<file path="src/rtl/core_seq_ctrl.sv">
// Instruction sequencer for one output tile of the 8x8 weight-stationary MAC core.
// Optional stall counter output is built when CORE_SEQ_PERF_EN is defined.
module core_seq_ctrl #(
    parameter int ROW     = 8,
    parameter int COL     = 8,
    parameter int ADDR_W  = 11,
    parameter int MAX_ACT = 64,
    parameter int CNT_W   = 16
) (
    input  logic              clk,
    input  logic              reset,
    input  logic              start,
    input  logic [ADDR_W-1:0] w_base,
    input  logic [ADDR_W-1:0] x_base,
    input  logic [ADDR_W-1:0] p_base,
    input  logic [6:0]        n_act,
    input  logic              acc_mode,
    input  logic              ofifo_valid,
    output logic [63:0]       inst,
    output logic              busy,
    output logic              done,
    output logic              err
`ifdef CORE_SEQ_PERF_EN
    ,
    output logic [CNT_W-1:0]  stall_cycles
`endif
);

    typedef enum logic [3:0] {
        S_IDLE      = 4'd0,
        S_W_L0      = 4'd1,
        S_W_LOAD    = 4'd2,
        S_LOAD_WAIT = 4'd3,
        S_X_L0      = 4'd4,
        S_EXEC      = 4'd5,
        S_DRAIN_RD  = 4'd6,
        S_DRAIN_WR  = 4'd7,
        S_DONE      = 4'd8
    } state_t;

    // SRAM chip/write enables are active-low, so the quiet word holds them high.
    localparam logic [63:0] IDLE_WORD = 64'h0000_0001_800C_0000;
    localparam logic [6:0]  ROW_C     = 7'(ROW);
    localparam logic [6:0]  WAIT_LAST = 7'(ROW + COL - 1);
    localparam logic [6:0]  MAX_C     = 7'(MAX_ACT);

    state_t              state_q, state_d;
    logic [6:0]          cnt_q, cnt_d;
    logic [ADDR_W-1:0]   w_q, w_d, x_q, x_d, p_q, p_d;
    logic [6:0]          n_q, n_d;
    logic                acc_q, acc_d;
    logic [63:0]         inst_q, inst_d;
    logic                busy_q, busy_d, done_q, done_d, err_q, err_d;

    // State, command latches and registered outputs.
    always_ff @(posedge clk) begin
        if (reset) begin
            state_q <= S_IDLE;
            cnt_q   <= 7'd0;
            w_q     <= '0;
            x_q     <= '0;
            p_q     <= '0;
            n_q     <= 7'd0;
            acc_q   <= 1'b0;
            inst_q  <= IDLE_WORD;
            busy_q  <= 1'b0;
            done_q  <= 1'b0;
            err_q   <= 1'b0;
        end else begin
            state_q <= state_d;
            cnt_q   <= cnt_d;
            w_q     <= w_d;
            x_q     <= x_d;
            p_q     <= p_d;
            n_q     <= n_d;
            acc_q   <= acc_d;
            inst_q  <= inst_d;
            busy_q  <= busy_d;
            done_q  <= done_d;
            err_q   <= err_d;
        end
    end

    // Next state and the instruction word the current state asks for.
    always_comb begin
        state_d = state_q;
        cnt_d   = cnt_q;
        w_d     = w_q;
        x_d     = x_q;
        p_d     = p_q;
        n_d     = n_q;
        acc_d   = acc_q;
        inst_d  = IDLE_WORD;
        busy_d  = (state_q != S_IDLE);
        done_d  = 1'b0;
        err_d   = 1'b0;
        case (state_q)
            S_IDLE: begin
                if (start) begin
                    if (n_act > MAX_C) begin
                        err_d = 1'b1;
                    end else if (n_act == 7'd0) begin
                        done_d = 1'b1;
                    end else begin
                        w_d     = w_base;
                        x_d     = x_base;
                        p_d     = p_base;
                        n_d     = n_act;
                        acc_d   = acc_mode;
                        cnt_d   = 7'd0;
                        state_d = S_W_L0;
                    end
                end else begin
                    cnt_d = 7'd0;
                end
            end
            S_W_L0: begin
                if (cnt_q < ROW_C) begin
                    inst_d[19]          = 1'b0;
                    inst_d[7 +: ADDR_W] = w_q + ADDR_W'(cnt_q);
                end else begin
                    inst_d[19] = 1'b1;
                end
                // l0_wr trails the read by one cycle for the SRAM latency.
                inst_d[2] = (cnt_q != 7'd0);
                if (cnt_q == ROW_C) begin
                    cnt_d   = 7'd0;
                    state_d = S_W_LOAD;
                end else begin
                    cnt_d = cnt_q + 7'd1;
                end
            end
            S_W_LOAD: begin
                inst_d[3] = 1'b1;
                inst_d[0] = 1'b1;
                if (cnt_q == ROW_C - 7'd1) begin
                    cnt_d   = 7'd0;
                    state_d = S_LOAD_WAIT;
                end else begin
                    cnt_d = cnt_q + 7'd1;
                end
            end
            S_LOAD_WAIT: begin
                if (cnt_q == WAIT_LAST) begin
                    cnt_d   = 7'd0;
                    state_d = S_X_L0;
                end else begin
                    cnt_d = cnt_q + 7'd1;
                end
            end
            S_X_L0: begin
                if (cnt_q < n_q) begin
                    inst_d[19]          = 1'b0;
                    inst_d[7 +: ADDR_W] = x_q + ADDR_W'(cnt_q);
                end else begin
                    inst_d[19] = 1'b1;
                end
                inst_d[2] = (cnt_q != 7'd0);
                if (cnt_q == n_q) begin
                    cnt_d   = 7'd0;
                    state_d = S_EXEC;
                end else begin
                    cnt_d = cnt_q + 7'd1;
                end
            end
            S_EXEC: begin
                inst_d[3] = 1'b1;
                inst_d[1] = 1'b1;
                if (cnt_q == n_q - 7'd1) begin
                    cnt_d   = 7'd0;
                    state_d = S_DRAIN_RD;
                end else begin
                    cnt_d = cnt_q + 7'd1;
                end
            end
            S_DRAIN_RD: begin
                if (ofifo_valid) begin
                    inst_d[35]           = 1'b1;
                    inst_d[32]           = 1'b0;
                    inst_d[20 +: ADDR_W] = p_q + ADDR_W'(cnt_q);
                    state_d              = S_DRAIN_WR;
                end else begin
                    state_d = S_DRAIN_RD;
                end
            end
            S_DRAIN_WR: begin
                inst_d[6]            = 1'b1;
                inst_d[32]           = 1'b0;
                inst_d[31]           = 1'b0;
                inst_d[33]           = acc_q;
                inst_d[34]           = ~acc_q;
                inst_d[20 +: ADDR_W] = p_q + ADDR_W'(cnt_q);
                if (cnt_q == n_q - 7'd1) begin
                    cnt_d   = 7'd0;
                    state_d = S_DONE;
                end else begin
                    cnt_d   = cnt_q + 7'd1;
                    state_d = S_DRAIN_RD;
                end
            end
            S_DONE: begin
                done_d  = 1'b1;
                state_d = S_IDLE;
            end
            default: begin
                state_d = S_IDLE;
                cnt_d   = 7'd0;
            end
        endcase
    end

    assign inst = inst_q;
    assign busy = busy_q;
    assign done = done_q;
    assign err  = err_q;

`ifdef CORE_SEQ_PERF_EN
    logic [CNT_W-1:0] stall_q;
    logic             accept_s;
    logic             wait_s;

    assign accept_s = (state_q == S_IDLE) && start && (n_act != 7'd0) && (n_act <= MAX_C);
    assign wait_s   = (state_q == S_DRAIN_RD) && !ofifo_valid;

    // Saturating count of drain cycles spent waiting on the OFIFO.
    always_ff @(posedge clk) begin
        if (reset) begin
            stall_q <= '0;
        end else if (accept_s) begin
            stall_q <= '0;
        end else if (wait_s && (stall_q != '1)) begin
            stall_q <= stall_q + CNT_W'(1);
        end else begin
            stall_q <= stall_q;
        end
    end

    assign stall_cycles = stall_q;
`endif

endmodule

</file>
<file path="config.mk">
export PLATFORM = sky130hd
export DESIGN_NAME = core_seq_ctrl
export DESIGN_NICKNAME = d
export VERILOG_FILES = /design/src/rtl/core_seq_ctrl.sv
export SDC_FILE = /design/constraint.sdc
export NUM_CORES = 1
export LEC_CHECK = 0
export CORE_ASPECT_RATIO = 0.7
export CORE_UTILIZATION = 40
export CTS_CLUSTER_DIAMETER = 150
export DETAILED_ROUTE_END_ITERATION = 10
export GPL_ROUTABILITY_DRIVEN = 0
export PLACE_DENSITY = 0.62
export SLEW_MARGIN = 0
export SYNTH_ARGS = -nofsm -noshare
export SYNTH_HDL_FRONTEND = slang
export SYNTH_SLANG_ARGS = --single-unit
</file>
<file path="constraint.sdc">
create_clock -name clk -period 3.87 [get_ports clk]
set_input_delay 0.387 -clock clk [delete_from_list [all_inputs] [get_ports clk]]
set_output_delay 0.387 -clock clk [all_outputs]
set_load 0.03 [all_outputs]
</file>
==> run_results.csv, run 1 <==
group,metric,value,unit
clocking,clk_pin_slew,0.06,ns
setup_path,cpMaxStageDelayCell,"dfxtp_1",
final_layout,post-route-util,0.509,
grt,grt_pass1_wl,19.7,mm
clocking,cts_buffers,9,
place,place_area,0.00567,mm²
yosys,async_flop_share,0,
run_status,status,"complete, no violations",
grt,grt_usage,0.199,
routing,wirelength,12.0,mm
setup_path,path_class,"flop to flop",
clocking,cts_buffer_depth,2,
setup_path,slowest_delay,0.54,ns
clocking,htree_levels,3,
yosys,synth_seq_area_share,0.362,
yosys,netlist_area,0.00486,mm²
clocking,clkSinkCount,88,
routing,vias_per_cell,5.11,
die,die_x,134,µm
setup_path,crit_fanout,9,
timing,rsz0062_at_grt,"false",
timing,finalCritPeriodShare,0.716,
timing,skew,0.00820,ns
die,core_area,0.0118,mm²
timing,fin_tns_setup,0,ns
yosys,avgSynthCellArea,8.27,µm²
die,dieHeight,94.3,µm
run,maxCapViolCount,0,
timing,min_period,2.77,ns
grt,grt_max_degree,50,
routing,drcViolationCount,0,
power,finalPower,0.00277,W
setup_path,worstRegToRegCells,9,
timing,slew_violations,0,
routing,avgRoutedWirePerCell,14.7,µm
worst_hold_path,holdCritStartpoint,"acc_q$_SDFFE_PP0P_",
timing,finalSetupViolations,0,
clocking,insertion_delay,0.34,ns
die,start_util,0.413,
yosys,ys_ff_latch,88,
yosys,yosysUniqueCellTypes,68,
clocking,cts_tree,"done",
clocking,clockRootBuffer,"clkbuf_16",
yosys,synth_edf_count,0,
final_layout,fin_area,0.00599,mm²
clocking,cts_setup_buffers,0,
final_layout,diodes,0,
power,vdd_drop_max,0.216,mV
setup_path,cp-end-kind,"flop",
place,pre_cts_ws,0.792,ns
place,port_buffers,80,
die,ios,112,
setup_path,crit_chain,"inv_1 -> fa_1 -> nor2b_1 -> o21ai_0 -> a21boi_1 -> o211a_1 -> xnor2_1 -> nor2_1 -> or3_1",
timing,layout_setup_ws,1.10,ns
final_layout,fillers,1105,
setup_path,reg2reg_from,"cnt_q[1]$_SDFFE_PP0P_",
yosys,ys.warnings.count,0,
routing,vias,4181,
power,power_density,462,mW/mm²
timing,fmax,361,MHz
grt,antenna_found_initial,0,
grt,grt_pass1_vias,4084,
timing,worst_pin_slew,0.941,ns
final_layout,fin_nets,736,
clocking,cts.repair.resized,0,
yosys,synth_flop_cell,"dfxtp_1",
setup_path,reg2reg_slack,1.10,ns
timing,slew_headroom,0.370,
clocking,cts_hold_buf,0,
setup_path,crit_required,4.09,ns
yosys,syn_inst,588,
die,rows,33,
setup_path,arrival,2.99,ns
final_layout,layout-drive-gt1-share,0.0589,
setup_path,worstSetupStartpointType,"flop",
worst_hold_path,hold_end,"inst[34]$_SDFF_PP0_",
timing,final_hold_viol_count,0,
grt,overflow,0,
place,dp_hpwl,8.76,mm
die,die_area,0.0126,mm²
routing,ant_nets,0,
routing,drt_iter0_drc,281,
worst_hold_path,hold_depth,1,
routing,dr.pass1.iters,4,
final_layout,areaGrowthSynthToFinish,23.2,%
worst_hold_path,min_path_type,"flop to flop",
setup_path,r2r_end,"inst[15]$_SDFF_PP0_",
power,leakage,2.35,nW
report_power, final:
| part | switching, W | leakage [nW] | internal, W |
|---|---|---|---|
| Combinational | 0.000447 | 1.48 | 0.000300 |
| Clock | 0.000371 | 0.157 | 0.000571 |
| Sequential | 0.0000934 | 0.714 | 0.000986 |
layer usage:
metal / vias up / global-route usage / part of all wire
met5: - / 0 / 0
met4: 0 / 0.0767 / 0.017
met3: 17 / 0.0431 / 0.050
met2: 119 / 0.313 / 0.44
met1: 1948 / 0.264 / 0.49
li1: 2097 / - / -
kinds of logic (layout without fill, tap and decap cells):
kind of cell / after synthesis / count (layout) / share of synthesized area
simple gates: 223 / 223 / 0.228
compound gates: 127 / 127 / 0.167
flops: 88 / 88 / 0.362
buf+inv: 81 / 126 / 0.0882
fa+ha+maj: 34 / 34 / 0.0921
xor+xnor: 30 / 30 / 0.0540
mux: 3 / 3 / 0.00643
other cells: 2 / 31 / 0.00154
worst max-delay path by stage:
stage	startpoint	to	slack, ns
after floorplan	cnt_q[1]$_SDFFE_PP0P_	inst[15]$_SDFF_PP0_	1.53
after global placement	n_act[0]	w_q[2]$_SDFFE_PP0P_	0.92
after detailed placement	n_act[0]	x_q[2]$_SDFFE_PP0P_	0.79
after CTS	cnt_q[1]$_SDFFE_PP0P_	inst[15]$_SDFF_PP0_	1.08
after global routing	cnt_q[1]$_SDFFE_PP0P_	inst[15]$_SDFF_PP0_	0.87
final	cnt_q[1]$_SDFFE_PP0P_	inst[15]$_SDFF_PP0_	1.10
synthesized netlist by cell type (2+ instances only):
library cell	count	share of area
o211a_1	3	0.0062
and2_1	3	0.0039
buf_2	7	0.0072
or4b_1	2	0.0041
or3_1	7	0.0090
buf_4	31	0.048
ha_1	31	0.080
nand3_1	16	0.016
xnor2_1	19	0.034
nor3_2	2	0.0041
and4_1	2	0.0036
nor2b_1	12	0.015
a21boi_1	2	0.0031
buf_1	2	0.0015
o21ai_1	2	0.0021
nor4_1	6	0.0077
o21ai_0	16	0.016
o21a_1	4	0.0062
dfxtp_1	88	0.36
a21o_1	3	0.0046
nand2b_1	4	0.0051
a31o_1	3	0.0054
nand2_1	102	0.079
o32ai_1	2	0.0036
nor3_1	11	0.011
fa_1	3	0.012
nand3b_1	3	0.0046
nor3b_1	2	0.0031
clkbuf_1	16	0.012
o21bai_1	2	0.0031
mux2i_1	2	0.0041
a21oi_1	61	0.063
inv_1	24	0.019
or2_2	3	0.0039
conb_1	2	0.0015
o211ai_1	2	0.0031
a21boi_0	2	0.0031
a211oi_1	3	0.0046
xor2_1	11	0.020
a22oi_1	5	0.0077
o2111ai_1	3	0.0054
a2bb2oi_1	2	0.0036
nor4b_1	2	0.0036
nor2_1	35	0.027
or3b_1	2	0.0036
final cells by class:
cell class,count,area (µm²),area share
repair buffers,85,833,0.139
multi-input cells,448,2780,0.465
flip-flops and latches,88,1760,0.294
well taps,157,196,0.0328
clock buffers,10,229,0.0382
clock inverters,6,91.3,0.0152
inverters,25,93.8,0.0157
cell usage in the layout (no fill, tap or decap), types with 6 or more instances in the layout:
master           count
nor4_1               6
o21ai_0             16
dfxtp_1             88
conb_1              31
clkbuf_16            9
a21oi_1             61
or3_1                7
nand3_1             16
nor3_1              11
xor2_1              11
nor2_1              35
nand2_1            102
ha_1                31
nor2b_1             11
xnor2_1             19
inv_1               24
clkdlybuf4s50_1     79
state kept, by name, summed over array words and instances (netlist names), 4 cells and up:
register / count
cnt_q: 7
inst: 33
n_q: 7
p_q: 11
state_q: 4
w_q: 11
x_q: 11
worst max-delay path, delay by kind of cell, from the launching register on:
| family | cells | cell delay [ns] |
|---|---|---|
| AOI/OAI and AO/OA | 3 | 0.67 |
| and+or+nand+nor | 3 | 0.55 |
| DFF | 1 | 0.54 |
| adders and majority gates | 1 | 0.51 |
| buffers and inverters | 1 | 0.24 |
| xor gates and xnor gates | 1 | 0.13 |
metrics by stage:
stage	hold WS, ns	instances
after floorplan	0.405	617
after global placement	0.436	803
after detailed placement	0.447	803
after CTS	0.456	819
after global routing	0.478	819
final	0.446	819
(Power assumes the default switching activity.)
==> inputs of run 2 (changes only) <==
==> constraint.sdc (replaced) <==
create_clock -name clk -period 2.8 [get_ports clk]
set_input_delay 0.28 -clock clk [delete_from_list [all_inputs] [get_ports clk]]
set_output_delay 0.28 -clock clk [all_outputs]
set_load 0.03 [all_outputs]
==> run 2 against run 1 <==
Effect of this change: global-route usage decreased by 0.10 points; routed wire length down 0.68%; largest cell class unchanged; register-to-register slack worse by 0.84 ns; clock-buffer cell count rose by 1; die area unchanged; sequential share of layout area fell by 0.46 points; final area is 1.6% higher; setup slack got worse by 0.84 ns; maximum frequency grew 9.2%; combinational power is 46% higher.
==> run_results.csv, run 2 (same netlist as run 1, synthesis figures left out) <==
group,metric,value,unit
run_status,status,"complete, no violations",
final_layout,largest_register_ffs,33,
setup_path,arrival,2.76,ns
power,vdd_drop_max,0.364,mV
routing,drcViolationCount,0,
worst_hold_path,hold_depth,2,
grt,overflow,0,
die,dieHeight,94.3,µm
clocking,cts_buffers,9,
routing,drt_iter0_drc,221,
grt,grt_max_degree,42,
timing,rsz0062_at_grt,"false",
worst_hold_path,holdCritStartpoint,"reset",
die,die_x,134,µm
die,rows,33,
setup_path,crit_fanout,6,
die,start_util,0.413,
grt,grt_pass1_vias,3978,
routing,wirelength,11.9,mm
setup_path,reg2reg_slack,0.26,ns
final_layout,diodes,0,
clocking,cts_setup_buffers,0,
timing,fmax,394,MHz
setup_path,reg2reg_from,"cnt_q[0]$_SDFFE_PP0P_",
clocking,cts.repair.resized,0,
timing,skew,0.00579,ns
clocking,clockRootBuffer,"clkbuf_16",
routing,vias,4204,
grt,grt_usage,0.198,
clocking,cts_buffer_depth,2,
clocking,cts_hold_buf,0,
setup_path,worstRegToRegCells,10,
clocking,htree_levels,3,
timing,finalCritPeriodShare,0.907,
timing,fin_tns_setup,0,ns
final_layout,fin_area,0.00608,mm²
worst_hold_path,hold_end,"n_q[2]$_SDFFE_PP0P_",
run,maxCapViolCount,0,
power,power_density,637,mW/mm²
final_layout,layout_commonest_cell,"nand2_1",
routing,avgRoutedWirePerCell,14.4,µm
final_layout,fin_nets,745,
setup_path,slowest_delay,0.46,ns
final_layout,fillers,1121,
timing,finalSetupViolations,0,
routing,ant_nets,0,
timing,slew_headroom,0.623,
clocking,cts_tree,"done",
place,place_area,0.00576,mm²
timing,min_period,2.54,ns
routing,dr.pass1.iters,5,
routing,vias_per_cell,5.08,
grt,grt_pass1_wl,19.4,mm
setup_path,crit_chain,"ha_1 -> inv_1 -> fa_1 -> nor2b_1 -> o21ai_0 -> a21boi_1 -> o211a_1 -> xnor2_1 -> nor2_1 -> or3_1",
clocking,clkSinkCount,88,
setup_path,worstSetupStartpointType,"flop",
die,die_area,0.0126,mm²
timing,worst_pin_slew,0.560,ns
power,leakage,2.40,nW
final_layout,layout-drive-gt1-share,0.0715,
final_layout,areaGrowthSynthToFinish,25.1,%
setup_path,r2r_end,"inst[15]$_SDFF_PP0_",
final_layout,post-route-util,0.517,
grt,antenna_found_initial,0,
clocking,clk_pin_slew,0.06,ns
timing,final_hold_viol_count,0,
place,port_buffers,80,
final_layout,mostFrequentLayoutCells,"nand2_1, dfxtp_1, clkdlybuf4s50_1",
setup_path,cpMaxStageDelayCell,"dfxtp_1",
place,dp_hpwl,8.87,mm
clocking,insertion_delay,0.34,ns
worst_hold_path,min_path_type,"input port to flop",
setup_path,path_class,"flop to flop",
die,core_area,0.0118,mm²
die,ios,112,
timing,slew_violations,0,
setup_path,cp-end-kind,"flop",
setup_path,crit_required,3.03,ns
[run 2: cell types whose count changed in the layout (fill, tap and decap cells not counted), sizes merged]
cell and delta:
inv -2, clkinv -1, clkinvlp +2, buf +9, clkbuf +1
[run 2: report_power, final]
part           internal [W]  total, W  switching (W)
sequential          0.00136   0.00148       0.000119
combinational      0.000455   0.00109       0.000636
clock              0.000805   0.00130       0.000498
total               0.00262   0.00387        0.00125
[run 2: routing by layer]
layer / share of wire / vias up / track usage / wire, µm
met1: 0.49 / 1952 / 0.267 / 5890
met5: 0 / - / 0 / 0
met2: 0.44 / 118 / 0.306 / 5200
met3: 0.053 / 21 / 0.0523 / 627
met4: 0.018 / 0 / 0.0606 / 218
li1: - / 2113 / - / -
[run 2: final cells by class]
| class | count | area, µm² | area share |
|---|---|---|---|
| tap | 157 | 196 | 0.0323 |
| inverter | 25 | 93.8 | 0.0154 |
| clock inverter | 5 | 80.1 | 0.0132 |
| timing repair buffer | 94 | 926 | 0.152 |
| multi-input combinational | 448 | 2780 | 0.458 |
| sequential | 88 | 1760 | 0.290 |
| clock buffer | 11 | 243 | 0.0399 |
[run 2: worst max-delay path, delay by kind of cell (launching register included)]
kind,cells,cell delay [ns]
compound gates,3,0.61
xor+xnor,1,0.12
fa+ha+maj,2,0.62
buf+inv,1,0.06
flops,1,0.46
simple gates,3,0.55
[run 2: stage by stage]
| step | power [W] | instances | setup slack, ns | hold slack, ns |
|---|---|---|---|---|
| final | 0.00387 | 828 | 0.261 | 0.377 |
| after global placement | 0.00257 | 812 | 0.411 | 0.431 |
| after floorplan | 0.00227 | 617 | 0.465 | 0.405 |
| after detailed placement | 0.00260 | 812 | 0.319 | 0.435 |
| after CTS | 0.00391 | 828 | 0.306 | 0.380 |
| after global routing | 0.00409 | 828 | 0.103 | 0.409 |
[run 2: worst max-delay path by stage]
| stage | startpoint | to | slack, ns | cells after the start |
|---|---|---|---|---|
| 2_1_floorplan | cnt_q[1]$_SDFFE_PP0P_ | inst[15]$_SDFF_PP0_ | 0.46 | 9 |
| 3_3_place_gp | cnt_q[0]$_SDFFE_PP0P_ | inst[15]$_SDFF_PP0_ | 0.41 | 10 |
| 3_5_place_dp | cnt_q[0]$_SDFFE_PP0P_ | inst[15]$_SDFF_PP0_ | 0.32 | 10 |
| 4_1_cts | cnt_q[0]$_SDFFE_PP0P_ | inst[15]$_SDFF_PP0_ | 0.31 | 10 |
| 5_1_grt | cnt_q[0]$_SDFFE_PP0P_ | inst[15]$_SDFF_PP0_ | 0.10 | 10 |
| 6_report | cnt_q[0]$_SDFFE_PP0P_ | inst[15]$_SDFF_PP0_ | 0.26 | 10 |
==> inputs of run 3 (changes only) <==
--- a/config.mk
+++ b/config.mk
@@ -5,6 +5,7 @@
 export SDC_FILE = /design/constraint.sdc
 export NUM_CORES = 1
 export LEC_CHECK = 0
+export ABC_AREA = 1
 export CORE_ASPECT_RATIO = 0.7
 export CORE_UTILIZATION = 40
 export CTS_CLUSTER_DIAMETER = 150
==> constraint.sdc (replaced) <==
create_clock -name clk -period 2.53 [get_ports clk]
set_input_delay 0.253 -clock clk [delete_from_list [all_inputs] [get_ports clk]]
set_output_delay 0.253 -clock clk [all_outputs]
set_load 0.03 [all_outputs]
==> run 3 against run 2 <==
Effect of this change: register-to-register slack improved by 0.02 ns; clock-buffer cell count fell by 1; critical path depth increased by 1; critical endpoint is now inst[17]$_SDFF_PP0_.
==> run_results.csv, run 3 <==
group,metric,value,unit
power,internal_power,0.00289,W
final_layout,largest_register_ffs,33,
grt,grt_pass1_vias,4334,
routing,avgRoutedWirePerCell,13.9,µm
setup_path,arrival,2.52,ns
die,dieHeight,95.1,µm
place,dp_hpwl,10.0,mm
setup_path,slowest_delay,0.39,ns
clocking,cts_buffers,9,
power,pwr-share-seq,0.376,
yosys,synthTopCellsByArea,"dfxtp_1, nand2_1, nor2_1",
clocking,cts_setup_buffers,0,
power,p_sw_frac,0.366,
power,p_comb_frac,0.325,
setup_path,crit_fanout,4,
clocking,cts_hold_buf,0,
setup_path,cp-end-kind,"flop",
die,die_area,0.0128,mm²
yosys,synth_area_leader_cell,"dfxtp_1",
grt,antenna_found_initial,0,
power,clock_power_share,0.299,
die,die_x,135,µm
yosys,avgSynthCellArea,7.01,µm²
run_status,status,"complete, no violations",
timing,worst_pin_slew,0.972,ns
routing,dr.pass1.iters,5,
timing,rsz0062_at_grt,"false",
timing,slew_headroom,0.351,
timing,fin_tns_setup,0,ns
final_layout,mostFrequentLayoutCells,"nor2_1, nand2_1, dfxtp_1",
yosys,synth_top_area_share,0.356,
final_layout,stdcell_count,954,
yosys,yosysUniqueCellTypes,38,
grt,grt_pass1_wl,21.1,mm
yosys,synth_edf_count,0,
grt,grt_usage,0.215,
die,rows,33,
final_layout,layout-drive-gt1-share,0.0665,
run,maxCapViolCount,0,
power,leakage,2.78,nW
power,switchingPower,0.00167,W
routing,vias_per_cell,4.97,
yosys,ys_ff_latch,88,
yosys,netlist_area,0.00495,mm²
power,vdd_drop_max,0.448,mV
clocking,cts_tree,"done",
setup_path,critical_path_buf_inv_count,1,
timing,final_hold_viol_count,0,
place,port_buffers,80,
grt,grt_max_degree,62,
clocking,clkSinkCount,88,
die,core_area,0.0119,mm²
die,ios,112,
place,numPlacedInstances,938,
clocking,htree_levels,3,
timing,finalSetupViolations,0,
routing,ant_nets,0,
timing,finalCritPeriodShare,0.889,
clocking,insertion_delay,0.35,ns
yosys,yosys-top-cells-count,"nand2_1, nor2_1, dfxtp_1, inv_1, a21oi_1",
timing,min_period,2.25,ns
final_layout,areaGrowthSynthToFinish,24.4,%
yosys,async_flop_share,0,
timing,fmax,445,MHz
timing,slew_violations,0,
worst_hold_path,min_path_type,"flop to flop",
final_layout,fin_nets,871,
grt,overflow,0,
routing,drt_iter0_drc,286,
yosys,ys.warnings.count,0,
setup_path,crit_top_cell,"nand2_1",
yosys,synth_flop_cell,"dfxtp_1",
routing,drcViolationCount,0,
setup_path,cpMaxStageDelayCell,"fa_1",
routing,vias,4739,
die,start_util,0.416,
clocking,clk_pin_slew,0.06,ns
routing,wirelength,13.3,mm
timing,skew,0.00880,ns
setup_path,path_class,"flop to flop",
final_layout,diodes,0,
yosys,syn_inst,706,
setup_path,crit_required,2.81,ns
yosys,synth_seq_area_share,0.356,
setup_path,crit_chain,"ha_1 -> inv_1 -> fa_1 -> nand3b_1 -> nand2_1 -> a21oi_1 -> o21ai_0 -> nand2_1 -> nand2_1 -> nand3_1 -> a21oi_1",
clocking,cts_buffer_depth,2,
power,power_density,740,mW/mm²
clocking,clockRootBuffer,"clkbuf_16",
setup_path,worstSetupStartpointType,"flop",
setup_path,critical_path.top_delay_family,"compound AO/OA/AOI/OAI gates",
run 3: cell count changes after synthesis, moves of 7 or more:
| cell | change |
|---|---|
| a21oi_1 | +10 |
| nand2_1 | +10 |
| o21ai_0 | +39 |
| nand3_1 | +18 |
| or3_1 | -7 |
| xnor2_1 | -15 |
| clkbuf_1 | -7 |
| nor2b_1 | -12 |
| nor2_1 | +77 |
| inv_2 | +7 |
| inv_1 | +57 |
run 3: power by group through the flow:
stage / clock (W) / sequential (W) / combinational [W]
global route: 0.00147 / 0.00173 / 0.00167
global placement: 0 / 0.00174 / 0.00143
CTS: 0.00139 / 0.00171 / 0.00148
finish: 0.00136 / 0.00171 / 0.00148
floorplan: 0 / 0.00178 / 0.00103
detailed placement: 0 / 0.00174 / 0.00146
run 3: routing by layer:
layer / routed length, µm / global-route usage / part of all wire
met5: 0 / 0 / 0
met4: 158 / 0.0618 / 0.012
met3: 863 / 0.0473 / 0.065
met2: 5570 / 0.332 / 0.42
met1: 6690 / 0.300 / 0.50
run 3: path summary, 6_finish.rpt:
kind | from | endpoint | slack, ns | depth (start not counted)
max | cnt_q[0]$_SDFFE_PP0P_ | inst[17]$_SDFF_PP0_ | 0.28 | 11
min | acc_q$_SDFFE_PP0P_ | inst[34]$_SDFF_PP0_ | 0.42 | 1
max reg2reg | cnt_q[0]$_SDFFE_PP0P_ | inst[17]$_SDFF_PP0_ | 0.28 | 11
min reg2reg | acc_q$_SDFFE_PP0P_ | inst[34]$_SDFF_PP0_ | 0.42 | 1
run 3: per-stage QoR:
| step | cell area [µm²] | worst slack, ns | utilization | hold WS (ns) | total power, W |
|---|---|---|---|---|---|
| after floorplan | 5060 | 0.448 | - | 0.335 | 0.00281 |
| after global placement | 5850 | 0.222 | 0.492 | 0.402 | 0.00317 |
| after detailed placement | 5850 | 0.106 | 0.492 | 0.409 | 0.00320 |
| after CTS | 6160 | 0.288 | 0.518 | 0.420 | 0.00458 |
| after global routing | 6160 | 0.0296 | 0.518 | 0.444 | 0.00487 |
| final | 6160 | 0.282 | 0.518 | 0.418 | 0.00456 |
run 3: logic make-up after synthesis:
| logic type | after synthesis | share of synthesized area |
|---|---|---|
| AOI/OAI and AO/OA | 149 | 0.158 |
| xor gates and xnor gates | 10 | 0.0177 |
| adders and majority gates | 34 | 0.0904 |
| buffers and inverters | 135 | 0.127 |
| DFF | 88 | 0.356 |
| other | 2 | 0.00152 |
| and+or+nand+nor | 288 | 0.249 |
run 3: final cells by class:
class / instances / area, µm²
Clock buffer: 10 / 239
Inverter: 89 / 334
Timing Repair Buffer: 92 / 891
Clock inverter: 6 / 66.3
Fill cell: 1151 / 5730
Sequential cell: 88 / 1760
Tap cell: 157 / 196
Multi-Input combinational cell: 512 / 2670
run 3: timing repair:
action,in CTS,in global routing
hold endpoints to repair,0,0
endpoints found under the setup margin,0,1
resized for setup,0,1
